<file path="config.mk">
export PLATFORM = sky130hd
export DESIGN_NAME = dfi_loopback_phy_flat
export DESIGN_NICKNAME = d
export VERILOG_FILES = /design/src/rtl/dfi_phy_pkg.sv /design/src/rtl/dfi_loopback_phy_if.sv /design/src/rtl/dfi_phy_fifo.sv /design/src/rtl/dfi_loopback_phy.sv /design/src/flat_wrapper.sv
export SDC_FILE = /design/constraint.sdc
export NUM_CORES = 1
export LEC_CHECK = 0
export BUFFER_PORTS_ARGS = -buffer_cell sky130_fd_sc_hd__buf_4
export CAP_MARGIN = 20
export CORE_ASPECT_RATIO = 1.75
export CORE_MARGIN = 3
export CORE_UTILIZATION = 61
export DETAILED_ROUTE_END_ITERATION = 8
export GPL_TIMING_DRIVEN = 1
export PLACE_DENSITY = 0.79
export SLEW_MARGIN = 20
export SYNTH_ARGS = -nofsm -noshare
export SYNTH_HDL_FRONTEND = slang
export SYNTH_HIERARCHICAL = 1
export SYNTH_SLANG_ARGS = --single-unit
</file>
<file path="constraint.sdc">
create_clock -name aclk -period 8 [get_ports aclk]
set_clock_uncertainty 0.15 [all_clocks]
set_input_delay 1.6 -clock aclk [delete_from_list [all_inputs] [get_ports aclk]]
set_output_delay 1.6 -clock aclk [all_outputs]
set_load 0.02 [all_outputs]
</file>
<file path="src/rtl/dfi_phy_pkg.sv">
// Shared types and constants for the DFI loopback PHY: init FSM states,
// error bit positions and init counter width.
package dfi_phy_pkg;

  typedef enum logic [1:0] {
    IDLE  = 2'd0,
    TRAIN = 2'd1,
    DONE  = 2'd2
  } init_state_e;

  localparam int ERR_UNDERFLOW = 0;
  localparam int ERR_OVERFLOW  = 1;

  // Wide enough for C_INIT_CYCLES up to 255
  localparam int INIT_CNT_W = 8;

endpackage

</file>
<file path="src/rtl/dfi_loopback_phy_if.sv">
// DFI bus between memory controller (master) and PHY (slave); per-phase
// buses are flat with phase 0 in the LSBs.
interface dfi_loopback_phy_if #(
  parameter int W = 64,
  parameter int E = 4
);

  logic [E-1:0] dfi_wrdata_en;
  logic [W-1:0] dfi_wrdata;
  logic [E-1:0] dfi_rddata_en;
  logic [W-1:0] dfi_rddata;
  logic [E-1:0] dfi_rddata_valid;
  logic         dfi_init_start;
  logic         dfi_init_complete;
  logic         dfi_ctrlupd_req;
  logic         dfi_ctrlupd_ack;
  logic         dfi_lp_ctrl_req;
  logic         dfi_lp_data_req;
  logic         dfi_lp_ack;
  logic         dfi_phyupd_req;
  logic [1:0]   dfi_phyupd_type;
  logic         dfi_alert_n;
  logic [1:0]   dfi_error;

  modport master (
    output dfi_wrdata_en, dfi_wrdata, dfi_rddata_en, dfi_init_start,
           dfi_ctrlupd_req, dfi_lp_ctrl_req, dfi_lp_data_req,
    input  dfi_rddata, dfi_rddata_valid, dfi_init_complete, dfi_ctrlupd_ack,
           dfi_lp_ack, dfi_phyupd_req, dfi_phyupd_type, dfi_alert_n, dfi_error
  );

  modport slave (
    input  dfi_wrdata_en, dfi_wrdata, dfi_rddata_en, dfi_init_start,
           dfi_ctrlupd_req, dfi_lp_ctrl_req, dfi_lp_data_req,
    output dfi_rddata, dfi_rddata_valid, dfi_init_complete, dfi_ctrlupd_ack,
           dfi_lp_ack, dfi_phyupd_req, dfi_phyupd_type, dfi_alert_n, dfi_error
  );

endinterface

</file>
<file path="src/rtl/dfi_phy_fifo.sv">
// Synchronous FIFO holding captured write beats. Pop is evaluated against the
// count before any same-cycle push, so there is no write-to-read bypass.
module dfi_phy_fifo #(
  parameter int DATA_W = 64,
  parameter int DEPTH  = 16
) (
  input  logic              clk,
  input  logic              rst_n,
  input  logic              push,
  input  logic [DATA_W-1:0] wdata,
  input  logic              pop,
  output logic [DATA_W-1:0] rdata,
  output logic              full,
  output logic              empty
);

  localparam int AW = $clog2(DEPTH);

  logic [DATA_W-1:0] mem [DEPTH];
  logic [AW-1:0]     wr_ptr;
  logic [AW-1:0]     rd_ptr;
  logic [AW:0]       count;
  logic              do_push;
  logic              do_pop;

  assign empty   = (count == '0);
  assign full    = (count == (AW+1)'(DEPTH));
  assign do_pop  = pop & ~empty;
  // A full FIFO still accepts a push when a pop frees a slot the same cycle
  assign do_push = push & (~full | do_pop);
  assign rdata   = mem[rd_ptr];

  always_ff @(posedge clk or negedge rst_n) begin
    if (!rst_n) begin
      wr_ptr <= '0;
      rd_ptr <= '0;
      count  <= '0;
    end else begin
      if (do_push) wr_ptr <= wr_ptr + AW'(1);
      if (do_pop)  rd_ptr <= rd_ptr + AW'(1);
      count <= count + (AW+1)'(do_push) - (AW+1)'(do_pop);
    end
  end

  always_ff @(posedge clk) begin
    if (do_push) mem[wr_ptr] <= wdata;
  end

endmodule

</file>
<file path="src/rtl/dfi_loopback_phy.sv">
// PHY-side DFI responder: completes init/ctrlupd/lp handshakes and loops
// captured write beats back as read data after a fixed read latency.
module dfi_loopback_phy
  import dfi_phy_pkg::*;
#(
  parameter int C_DFI_FREQ_RATIO   = 4,
  parameter int C_DFI_DATA_WIDTH   = 16,
  parameter int C_DFI_DATAEN_WIDTH = 1,
  parameter int C_TPHY_WRDATA      = 1,
  parameter int C_TPHY_RDLAT       = 4,
  parameter int C_INIT_CYCLES      = 16,
  parameter int C_FIFO_DEPTH       = 16
) (
  input  logic              aclk,
  input  logic              aresetn,
  dfi_loopback_phy_if.slave dfi
);

  localparam int W = C_DFI_DATA_WIDTH * C_DFI_FREQ_RATIO;
  localparam int E = C_DFI_DATAEN_WIDTH * C_DFI_FREQ_RATIO;

  init_state_e           state;
  logic [INIT_CNT_W-1:0] init_cnt;
  logic                  active;

  assign active = (state == DONE);

  always_ff @(posedge aclk or negedge aresetn) begin
    if (!aresetn) begin
      state    <= IDLE;
      init_cnt <= '0;
    end else begin
      case (state)
        IDLE: begin
          if (dfi.dfi_init_start) begin
            state    <= TRAIN;
            init_cnt <= INIT_CNT_W'(C_INIT_CYCLES - 1);
          end
        end
        TRAIN: begin
          if (!dfi.dfi_init_start) begin
            state    <= IDLE;
            init_cnt <= '0;
          end else if (init_cnt == '0) begin
            state <= DONE;
          end else begin
            init_cnt <= init_cnt - INIT_CNT_W'(1);
          end
        end
        DONE:    state <= DONE;
        default: state <= IDLE;
      endcase
    end
  end

  // Stage p0: qualify enables; nothing enters the data path before init completes
  logic         wr_p0;
  logic [E-1:0] rd_mask_p0;
  logic         push;
  logic [E-1:0] rd_mask_out;

  assign wr_p0      = active & (|dfi.dfi_wrdata_en);
  assign rd_mask_p0 = active ? dfi.dfi_rddata_en : '0;

  // Stage p1..: write flag delayed to line up with the write data
  generate
    if (C_TPHY_WRDATA == 0) begin : g_wr_nodly
      assign push = wr_p0;
    end else begin : g_wr_dly
      logic [C_TPHY_WRDATA-1:0] wr_dly_p1;
      always_ff @(posedge aclk or negedge aresetn) begin
        if (!aresetn) begin
          wr_dly_p1 <= '0;
        end else begin
          wr_dly_p1[0] <= wr_p0;
          for (int i = 1; i < C_TPHY_WRDATA; i++) wr_dly_p1[i] <= wr_dly_p1[i-1];
        end
      end
      assign push = wr_dly_p1[C_TPHY_WRDATA-1];
    end
  endgenerate

  // Read mask runs RDLAT-1 stages; the output register supplies the last cycle
  generate
    if (C_TPHY_RDLAT == 1) begin : g_rd_nodly
      assign rd_mask_out = rd_mask_p0;
    end else begin : g_rd_dly
      logic [E-1:0] rd_mask_p1 [C_TPHY_RDLAT-1];
      always_ff @(posedge aclk or negedge aresetn) begin
        if (!aresetn) begin
          for (int i = 0; i < C_TPHY_RDLAT - 1; i++) rd_mask_p1[i] <= '0;
        end else begin
          rd_mask_p1[0] <= rd_mask_p0;
          for (int i = 1; i < C_TPHY_RDLAT - 1; i++) rd_mask_p1[i] <= rd_mask_p1[i-1];
        end
      end
      assign rd_mask_out = rd_mask_p1[C_TPHY_RDLAT-2];
    end
  endgenerate

  logic         pop;
  logic [W-1:0] fifo_rdata;
  logic         fifo_full;
  logic         fifo_empty;
  logic         underflow;
  logic         overflow;

  assign pop       = |rd_mask_out;
  assign underflow = pop & fifo_empty;
  assign overflow  = push & fifo_full & ~(pop & ~fifo_empty);

  dfi_phy_fifo #(
    .DATA_W (W),
    .DEPTH  (C_FIFO_DEPTH)
  ) u_fifo (
    .clk   (aclk),
    .rst_n (aresetn),
    .push  (push),
    .wdata (dfi.dfi_wrdata),
    .pop   (pop),
    .rdata (fifo_rdata),
    .full  (fifo_full),
    .empty (fifo_empty)
  );

  // Output stage: registered read return, sticky errors, handshake acks
  logic [W-1:0] rddata_out;
  logic [E-1:0] vld_out;
  logic [1:0]   error_q;
  logic         ctrlupd_ack_q;
  logic         lp_ack_q;

  always_ff @(posedge aclk or negedge aresetn) begin
    if (!aresetn) begin
      rddata_out    <= '0;
      vld_out       <= '0;
      error_q       <= '0;
      ctrlupd_ack_q <= 1'b0;
      lp_ack_q      <= 1'b0;
    end else begin
      vld_out       <= rd_mask_out;
      rddata_out    <= (pop && !fifo_empty) ? fifo_rdata : '0;
      if (underflow) error_q[ERR_UNDERFLOW] <= 1'b1;
      if (overflow)  error_q[ERR_OVERFLOW]  <= 1'b1;
      ctrlupd_ack_q <= dfi.dfi_ctrlupd_req;
      lp_ack_q      <= dfi.dfi_lp_ctrl_req | dfi.dfi_lp_data_req;
    end
  end

  assign dfi.dfi_rddata        = rddata_out;
  assign dfi.dfi_rddata_valid  = vld_out;
  assign dfi.dfi_init_complete = active;
  assign dfi.dfi_ctrlupd_ack   = ctrlupd_ack_q;
  assign dfi.dfi_lp_ack        = lp_ack_q;
  assign dfi.dfi_error         = error_q;
  assign dfi.dfi_phyupd_req    = 1'b0;
  assign dfi.dfi_phyupd_type   = 2'b00;
  assign dfi.dfi_alert_n       = 1'b1;

endmodule

</file>
<file path="src/flat_wrapper.sv">
// flat-port wrapper written by rule: the top's interface ports become plain ports
module dfi_loopback_phy_flat import dfi_phy_pkg::*;
#(
  parameter int C_DFI_FREQ_RATIO   = 4,
  parameter int C_DFI_DATA_WIDTH   = 16,
  parameter int C_DFI_DATAEN_WIDTH = 1,
  parameter int C_TPHY_WRDATA      = 1,
  parameter int C_TPHY_RDLAT       = 4,
  parameter int C_INIT_CYCLES      = 16,
  parameter int C_FIFO_DEPTH       = 16
)
  (aclk, aresetn, dfi_dfi_wrdata_en, dfi_dfi_wrdata, dfi_dfi_rddata_en, dfi_dfi_init_start, dfi_dfi_ctrlupd_req, dfi_dfi_lp_ctrl_req, dfi_dfi_lp_data_req, dfi_dfi_rddata, dfi_dfi_rddata_valid, dfi_dfi_init_complete, dfi_dfi_ctrlupd_ack, dfi_dfi_lp_ack, dfi_dfi_phyupd_req, dfi_dfi_phyupd_type, dfi_dfi_alert_n, dfi_dfi_error);
  dfi_loopback_phy_if #(.W((64)), .E((4))) dfi_i ();
  input  logic aclk;
  input  logic aresetn;
  input wire logic [$bits(dfi_i.dfi_wrdata_en)-1:0] dfi_dfi_wrdata_en;
  input wire logic [$bits(dfi_i.dfi_wrdata)-1:0] dfi_dfi_wrdata;
  input wire logic [$bits(dfi_i.dfi_rddata_en)-1:0] dfi_dfi_rddata_en;
  input wire logic [$bits(dfi_i.dfi_init_start)-1:0] dfi_dfi_init_start;
  input wire logic [$bits(dfi_i.dfi_ctrlupd_req)-1:0] dfi_dfi_ctrlupd_req;
  input wire logic [$bits(dfi_i.dfi_lp_ctrl_req)-1:0] dfi_dfi_lp_ctrl_req;
  input wire logic [$bits(dfi_i.dfi_lp_data_req)-1:0] dfi_dfi_lp_data_req;
  output wire logic [$bits(dfi_i.dfi_rddata)-1:0] dfi_dfi_rddata;
  output wire logic [$bits(dfi_i.dfi_rddata_valid)-1:0] dfi_dfi_rddata_valid;
  output wire logic [$bits(dfi_i.dfi_init_complete)-1:0] dfi_dfi_init_complete;
  output wire logic [$bits(dfi_i.dfi_ctrlupd_ack)-1:0] dfi_dfi_ctrlupd_ack;
  output wire logic [$bits(dfi_i.dfi_lp_ack)-1:0] dfi_dfi_lp_ack;
  output wire logic [$bits(dfi_i.dfi_phyupd_req)-1:0] dfi_dfi_phyupd_req;
  output wire logic [$bits(dfi_i.dfi_phyupd_type)-1:0] dfi_dfi_phyupd_type;
  output wire logic [$bits(dfi_i.dfi_alert_n)-1:0] dfi_dfi_alert_n;
  output wire logic [$bits(dfi_i.dfi_error)-1:0] dfi_dfi_error;
  assign dfi_i.dfi_wrdata_en = dfi_dfi_wrdata_en;
  assign dfi_i.dfi_wrdata = dfi_dfi_wrdata;
  assign dfi_i.dfi_rddata_en = dfi_dfi_rddata_en;
  assign dfi_i.dfi_init_start = dfi_dfi_init_start;
  assign dfi_i.dfi_ctrlupd_req = dfi_dfi_ctrlupd_req;
  assign dfi_i.dfi_lp_ctrl_req = dfi_dfi_lp_ctrl_req;
  assign dfi_i.dfi_lp_data_req = dfi_dfi_lp_data_req;
  assign dfi_dfi_rddata = dfi_i.dfi_rddata;
  assign dfi_dfi_rddata_valid = dfi_i.dfi_rddata_valid;
  assign dfi_dfi_init_complete = dfi_i.dfi_init_complete;
  assign dfi_dfi_ctrlupd_ack = dfi_i.dfi_ctrlupd_ack;
  assign dfi_dfi_lp_ack = dfi_i.dfi_lp_ack;
  assign dfi_dfi_phyupd_req = dfi_i.dfi_phyupd_req;
  assign dfi_dfi_phyupd_type = dfi_i.dfi_phyupd_type;
  assign dfi_dfi_alert_n = dfi_i.dfi_alert_n;
  assign dfi_dfi_error = dfi_i.dfi_error;
  dfi_loopback_phy #(.C_DFI_FREQ_RATIO(C_DFI_FREQ_RATIO), .C_DFI_DATA_WIDTH(C_DFI_DATA_WIDTH), .C_DFI_DATAEN_WIDTH(C_DFI_DATAEN_WIDTH), .C_TPHY_WRDATA(C_TPHY_WRDATA), .C_TPHY_RDLAT(C_TPHY_RDLAT), .C_INIT_CYCLES(C_INIT_CYCLES), .C_FIFO_DEPTH(C_FIFO_DEPTH)) u_core (.aclk(aclk), .aresetn(aresetn), .dfi(dfi_i));
endmodule
</file>
== After elaboration in Yosys (flattened, before gate mapping) ==
Memory sizes are Yosys's and may differ from the RTL's.
Index checks and enable logic that the tools add are counted.
Operators by class
  add/sub/neg operators: 5
  $mul: 0
  divide/modulo/power cells: 0
  order comparisons: 0
  eq/ne operators: 6
  shift-type cells: 0
  muxes and demuxes: 12
  bitwise logic cells: 11
  reductions and logical operators: 10
Operators by type and width (number)
  2-to-1 mux 64 bit: 1
  2-to-1 mux 8 bit: 3
  one-hot mux 8 bit (2 select lines): 1
  adder 4 x 1 -> 4 bit (second input constant): 2
  logical NOT 8 bit: 1
  OR reduction 4 bit: 2
  subtractor 8 x 1 -> 8 bit (second input constant): 1
  AND 1 bit: 6
  2-to-1 mux 2 bit: 3
  one-hot mux 2 bit (3 select lines): 1
  adder 5 x 1 -> 5 bit: 1
  equality test 5 bit (second input constant): 1
  logical NOT 5 bit: 1
  subtractor 5 x 1 -> 5 bit: 1
  2-to-1 mux 4 bit: 1
  inequality test 3 x 2 -> 1 bit (second input constant): 1
  inequality test 3 bit (second input constant): 1
  inverter 1 bit: 3
  AND reduction 3 bit: 1
  equality test 2 x 1 -> 1 bit (second input constant): 1
  equality test 2 bit (second input constant): 1
  logical NOT 2 bit: 1
  2-to-1 mux 1 bit: 2
  inequality test 2 bit (second input constant): 1
  other kinds (5): 6
Storage, ports and cells
  bits in registers: 108
  bits in latches: 0
  memory bits (writable): 1024
  memory bits (read-only): 0
  bits of input ports: 78
  output and inout port bits: 77
  logic and storage cells: 60
  memories kept: 1
Memories
  u_core.u_fifo.mem: depth 16, bits a word 64, read ports 1, clocked after Yosys merged registers in 0, write ports 1, RTL line dfi_phy_fifo.sv:19  | logic [DATA_W-1:0] mem [DEPTH];

== Longest topological paths before layout ==
  word-level depth: 7
  mapped depth: 14
  mapped depth without buffers: 13

== Modules after synthesis ==
The synthesis kept the hierarchy.
By module, submodules not included
  dfi_phy_fifo: instances 1, cells an instance 1922, area each 39839.5 µm², sequential area each 31074.8 µm²
  dfi_loopback_phy: instances 1, cells an instance 236, area each 3271.9 µm², sequential area each 2377.3 µm²

== Worst setup path before layout ==
OpenSTA, ideal clock, no wires.
  path kind: register -> register
  from: reg u_core.u_fifo.count[2]
  to: mem u_core.u_fifo.mem[3][0] (enable)
  library setup time: 0.565 ns
  arrival: 5.579 ns
  data required time: 7.285 ns
  setup slack: 1.707 ns
  cell stages (with the launch flop): 8
  path buffers: 1
  clock period less this slack: 6.293 ns
  cells stage by stage: dfrtp_1 inv_1 ha_1 nand4bb_1 o21a_1 clkbuf_1 nand2_1 nor3_1
On the way
  cells in the longest elaborated chain, start to end: 7
  elaborated cells between the ends (all ways): 9
  classes of those cells: 1 x eq/ne; 2 x mux; 5 x bitwise; 1 x reduce/logical
RTL lines
  start, declared: RTL line dfi_phy_fifo.sv:22  | logic [AW:0] count;
  start signal, assigned: RTL line dfi_phy_fifo.sv:41  | count <= count + (AW+1)'(do_push) - (AW+1)'(do_pop);
  logical NOT 5 bit: RTL line dfi_phy_fifo.sv:26  | assign empty = (count == '0);
  inverter 1 bit: RTL line dfi_phy_fifo.sv:28  | assign do_pop = pop & ~empty;
  AND 1 bit: RTL line dfi_phy_fifo.sv:28
  bitwise OR 1 bit (*): RTL line dfi_phy_fifo.sv:30  | assign do_push = push & (~full | do_pop);
  AND 1 bit (*): RTL line dfi_phy_fifo.sv:30
  2-to-1 mux 1 bit (*): RTL line dfi_phy_fifo.sv:46  | if (do_push) mem[wr_ptr] <= wdata;
  2-to-1 mux 1 bit (not written as such) (*): RTL line dfi_phy_fifo.sv:46
  end, declared: RTL line dfi_phy_fifo.sv:19
Every way passes the cells marked *; elsewhere a longest branch is shown, timed or not.

== Worst setup path after layout ==
  from: reg u_core.u_fifo.rd_ptr[2]
  to: reg u_core.rddata_out[23], in the netlist u_core/dfi.dfi_rddata[23]
On the way
  cells in the longest elaborated chain, start to end: 2
RTL lines
  start, declared: RTL line dfi_phy_fifo.sv:21  | logic [AW-1:0] rd_ptr;
  start signal, assigned: RTL line dfi_phy_fifo.sv:40  | if (do_pop) rd_ptr <= rd_ptr + AW'(1);
  memory (16 x 64 bit)
  named net u_core.fifo_rdata[23]: RTL line dfi_loopback_phy.sv:102  | logic [W-1:0] fifo_rdata;
  2-to-1 mux 64 bit: RTL line dfi_loopback_phy.sv:142  | rddata_out <= (pop && !fifo_empty) ? fifo_rdata : '0;
  end signal, assigned: RTL line dfi_loopback_phy.sv:142
  end, declared: RTL line dfi_loopback_phy.sv:127  | logic [W-1:0] rddata_out;
The timed path passes the listed nets, and every way through them passes these cells.
A chain may end at the register's enable or synchronous reset.

==> flow_summary.toml <==
[cts]
ctsResizeCount = 0
clockBufferDepth = 3
cts-root-buf = "clkbuf_16"
clock-sinks = 1132
cts_setup_buffers = 0
clkTransAtPathRegs_ns = 0.06
clk_latency_ns = 0.65
cts_tree = "done"
cts.htree.levels = 3
cts_buffers = 94
cts_hold_buf = 0

[pwr]
peakVddDrop_v = 0.000334
p_int_mw = 10.4
comb_power_share_pct = 15.3
clockPowerShare_pct = 36.1
pwr-share-seq_pct = 48.6
switching_share_pct = 23.3
p_sw_mw = 3.16
powerDensity_nw_per_um2 = 280
finalPower_mw = 13.6
p_leak_nw = 16.2

[drt]
vias = 21913
drtIter0Drc = 2368
ant_nets = 0
wirelength_um = 97300
vias_per_cell = 6.61
drc = 0
dr.pass1.iters = 6
wire_per_inst_um = 29.4

[synthesis]
yosys_warnings = 6
synthFlopType = "edfxtp_1"
synth_edf_count = 1024
ys_ff_latch = 1132
netlist_top_cells_area = "edfxtp_1, mux4_2, dfrtp_1"
netlist_area_um2 = 43100
synth_area_per_cell_um2 = 20.0
synth_most_common_cell = "edfxtp_1"
yosysTopAreaCell = "edfxtp_1"
yosys.area.top_type_share_pct = 71.3
synthTopCellsByCount = "edfxtp_1, mux2i_1, a221oi_1, mux4_2, dfrtp_1"
ys_seq_area_share_pct = 77.6
synth.distinct_cells = 55
syn_inst = 2158
synthArstFlopShare_pct = 9.54

[hold_path]
min_path_type = "flop to flop"
min_to = "u_core/rd_mask_out[0]"
hp-start = "u_core/g_rd_dly.rd_mask_p1[4]"
whs_path_depth = 0

[worst_setup_path]
worstSetupEndpointType = "flop"
critPathMaxFanout = 76
worstReg2RegStart = "u_core/u_fifo/rd_ptr[2]"
rr_worst_depth = 7
r2r_end = "u_core/dfi.dfi_rddata[23]"
worst-setup-path-type = "flop to flop"
cp.required_ns = 8.39
critical_path.startpoint_type = "flop"
cp.arrival_ns = 4.62
rrSetupSlack_ns = 3.77

[timing]
max_freq_mhz = 236
hold_violations = 0
tightest_slew_ns = 1.29
rsz0062_at_grt = "no"
drv_slew = 0
fin_setup_tns_ns = 0
setup_violations = 0
post-route-period-util_pct = 52.9
layout_min_cycle_time_ns = 4.23
relSlewSlack_pct = 13.8

[global_routing]
overflow = 0
grt_usage_pct = 26.7
first_global_vias = 23138
grt_pass1_wl_um = 144000
grt_max_degree = 134
grt_antenna_before_repair = 4

[cells_and_area]
layout-drive-gt1-share_pct = 20.7
fin_nets = 2411
area_growth_pct = 12.4

[placed_design]
port_buffers = 150
place_hpwl_um = 48800
gp_congestion = 0.768

[floorplan]
core_area_um2 = 69800
die_h_um = 358
fp.dieW_um = 207
io_pins = 155
fp-row-count = 128
die_area_um2 = 74000
initial_core_util_pct = 61.7

[job]
cap_violations = 0

[status]
status = "finished, final reports clean"
[metal layers]
| metal | track usage, % | wire, um | up-vias |
|---|---|---|---|
| li1 | - | - | 9127 |
| met1 | 33.5 | 34400 | 11341 |
| met2 | 45.8 | 50800 | 1174 |
| met3 | 4.42 | 7970 | 271 |
| met4 | 12.3 | 4160 | 0 |
| met5 | 0 | 0 | - |
[worst max-delay path, cell delays in order, from the launching register on]
cell      delay, ns
dfrtp_2        0.62
buf_4          0.78
nor2b_4        0.70
buf_4          0.93
a221oi_1       0.31
o21ai_0        0.31
nand2_1        0.08
and2_1         0.13
[how the worst max path moves through the flow]
stage / start / end / slack (ns)
after floorplan: u_core/u_fifo/count[2] / u_core/u_fifo/mem[3][0] / 1.71
after global placement: u_core/u_fifo/rd_ptr[2] / u_core/dfi.dfi_rddata[11] / 4.05
after detailed placement: u_core/u_fifo/rd_ptr[2] / u_core/dfi.dfi_rddata[35] / 3.95
after CTS: u_core/u_fifo/rd_ptr[2] / u_core/dfi.dfi_rddata[40] / 3.89
after global routing: u_core/u_fifo/rd_ptr[2] / u_core/dfi.dfi_rddata[23] / 3.69
final: u_core/u_fifo/rd_ptr[2] / u_core/dfi.dfi_rddata[23] / 3.77
[cells in the final DEF (no fill, tap or decap), types with 5 or more instances in the layout]
cell,instances
nand2_1,75
clkbuf_16,98
clkinv_2,12
and2_1,68
mux2i_1,256
nor2_4,12
mux4_2,128
o21ai_0,69
a21oi_1,10
xnor2_1,7
clkinvlp_4,6
dfrtp_1,104
a22oi_1,64
bufinv_16,16
clkbuf_8,9
clkinv_1,8
nor2_1,6
nor3_2,5
inv_1,12
clkbuf_1,21
edfxtp_1,1024
a221oi_1,128
buf_4,177
ha_1,12
[power by group through the flow]
stage                     registers, mW  logic [mW]  clock network, mW
after floorplan                    6.65        1.79                  0
final                              6.59        2.08               4.89
after global placement             6.73        1.98                  0
after detailed placement           6.74        2.04                  0
after CTS                          6.61        2.06               4.95
after global routing               6.59        2.22               5.18
[flip-flops by register name, summed over array words and instances (netlist names), 2 cells and up]
name and cells:
u_core/dfi.dfi_error 2, u_core/dfi.dfi_rddata 64, u_core/dfi.dfi_rddata_valid 4, u_core/g_rd_dly.rd_mask_p1 8
u_core/init_cnt 8, u_core/rd_mask_out 4, u_core/state 2, u_core/u_fifo/count 5
u_core/u_fifo/mem 1024, u_core/u_fifo/rd_ptr 4, u_core/u_fifo/wr_ptr 4
[cell families (layout without fill, tap and decap cells)]
| group | Yosys count | in the layout | share of synthesized area (%) |
|---|---|---|---|
| AOI/OAI and AO/OA | 284 | 284 | 4.88 |
| xor gates and xnor gates | 10 | 10 | 0.203 |
| adders and majority gates | 13 | 13 | 0.395 |
| buffers and inverters | 133 | 374 | 1.80 |
| DFF | 1132 | 1132 | 77.6 |
| muxes | 385 | 385 | 12.7 |
| other | 2 | 7 | 0.0174 |
| and+or+nand+nor | 199 | 199 | 2.46 |
[through the flow]
step	setup slack, ns	util, %	hold slack [ns]	cell area, um^2	std cells
finish	3.77	69.4	0.203	48500	3314
global route	3.69	69.4	0.208	48500	3313
CTS	3.89	69.3	0.206	48400	3309
detailed placement	3.95	64.6	0.189	45100	3132
global placement	4.05	64.6	0.188	45100	3132
floorplan	1.71	-	0.181	43100	2160
[final cells by class]
class | count | area, um^2
diodes | 3 | 7.51
flip-flops and latches | 1132 | 33500
inverters | 13 | 50.0
clock inverters | 49 | 684
well taps | 910 | 1140
repair buffers | 184 | 1440
clock buffers | 128 | 2660
multi-input cells | 895 | 9020
fillers | 4181 | 21400
Power figures use the tool's default switching activity.
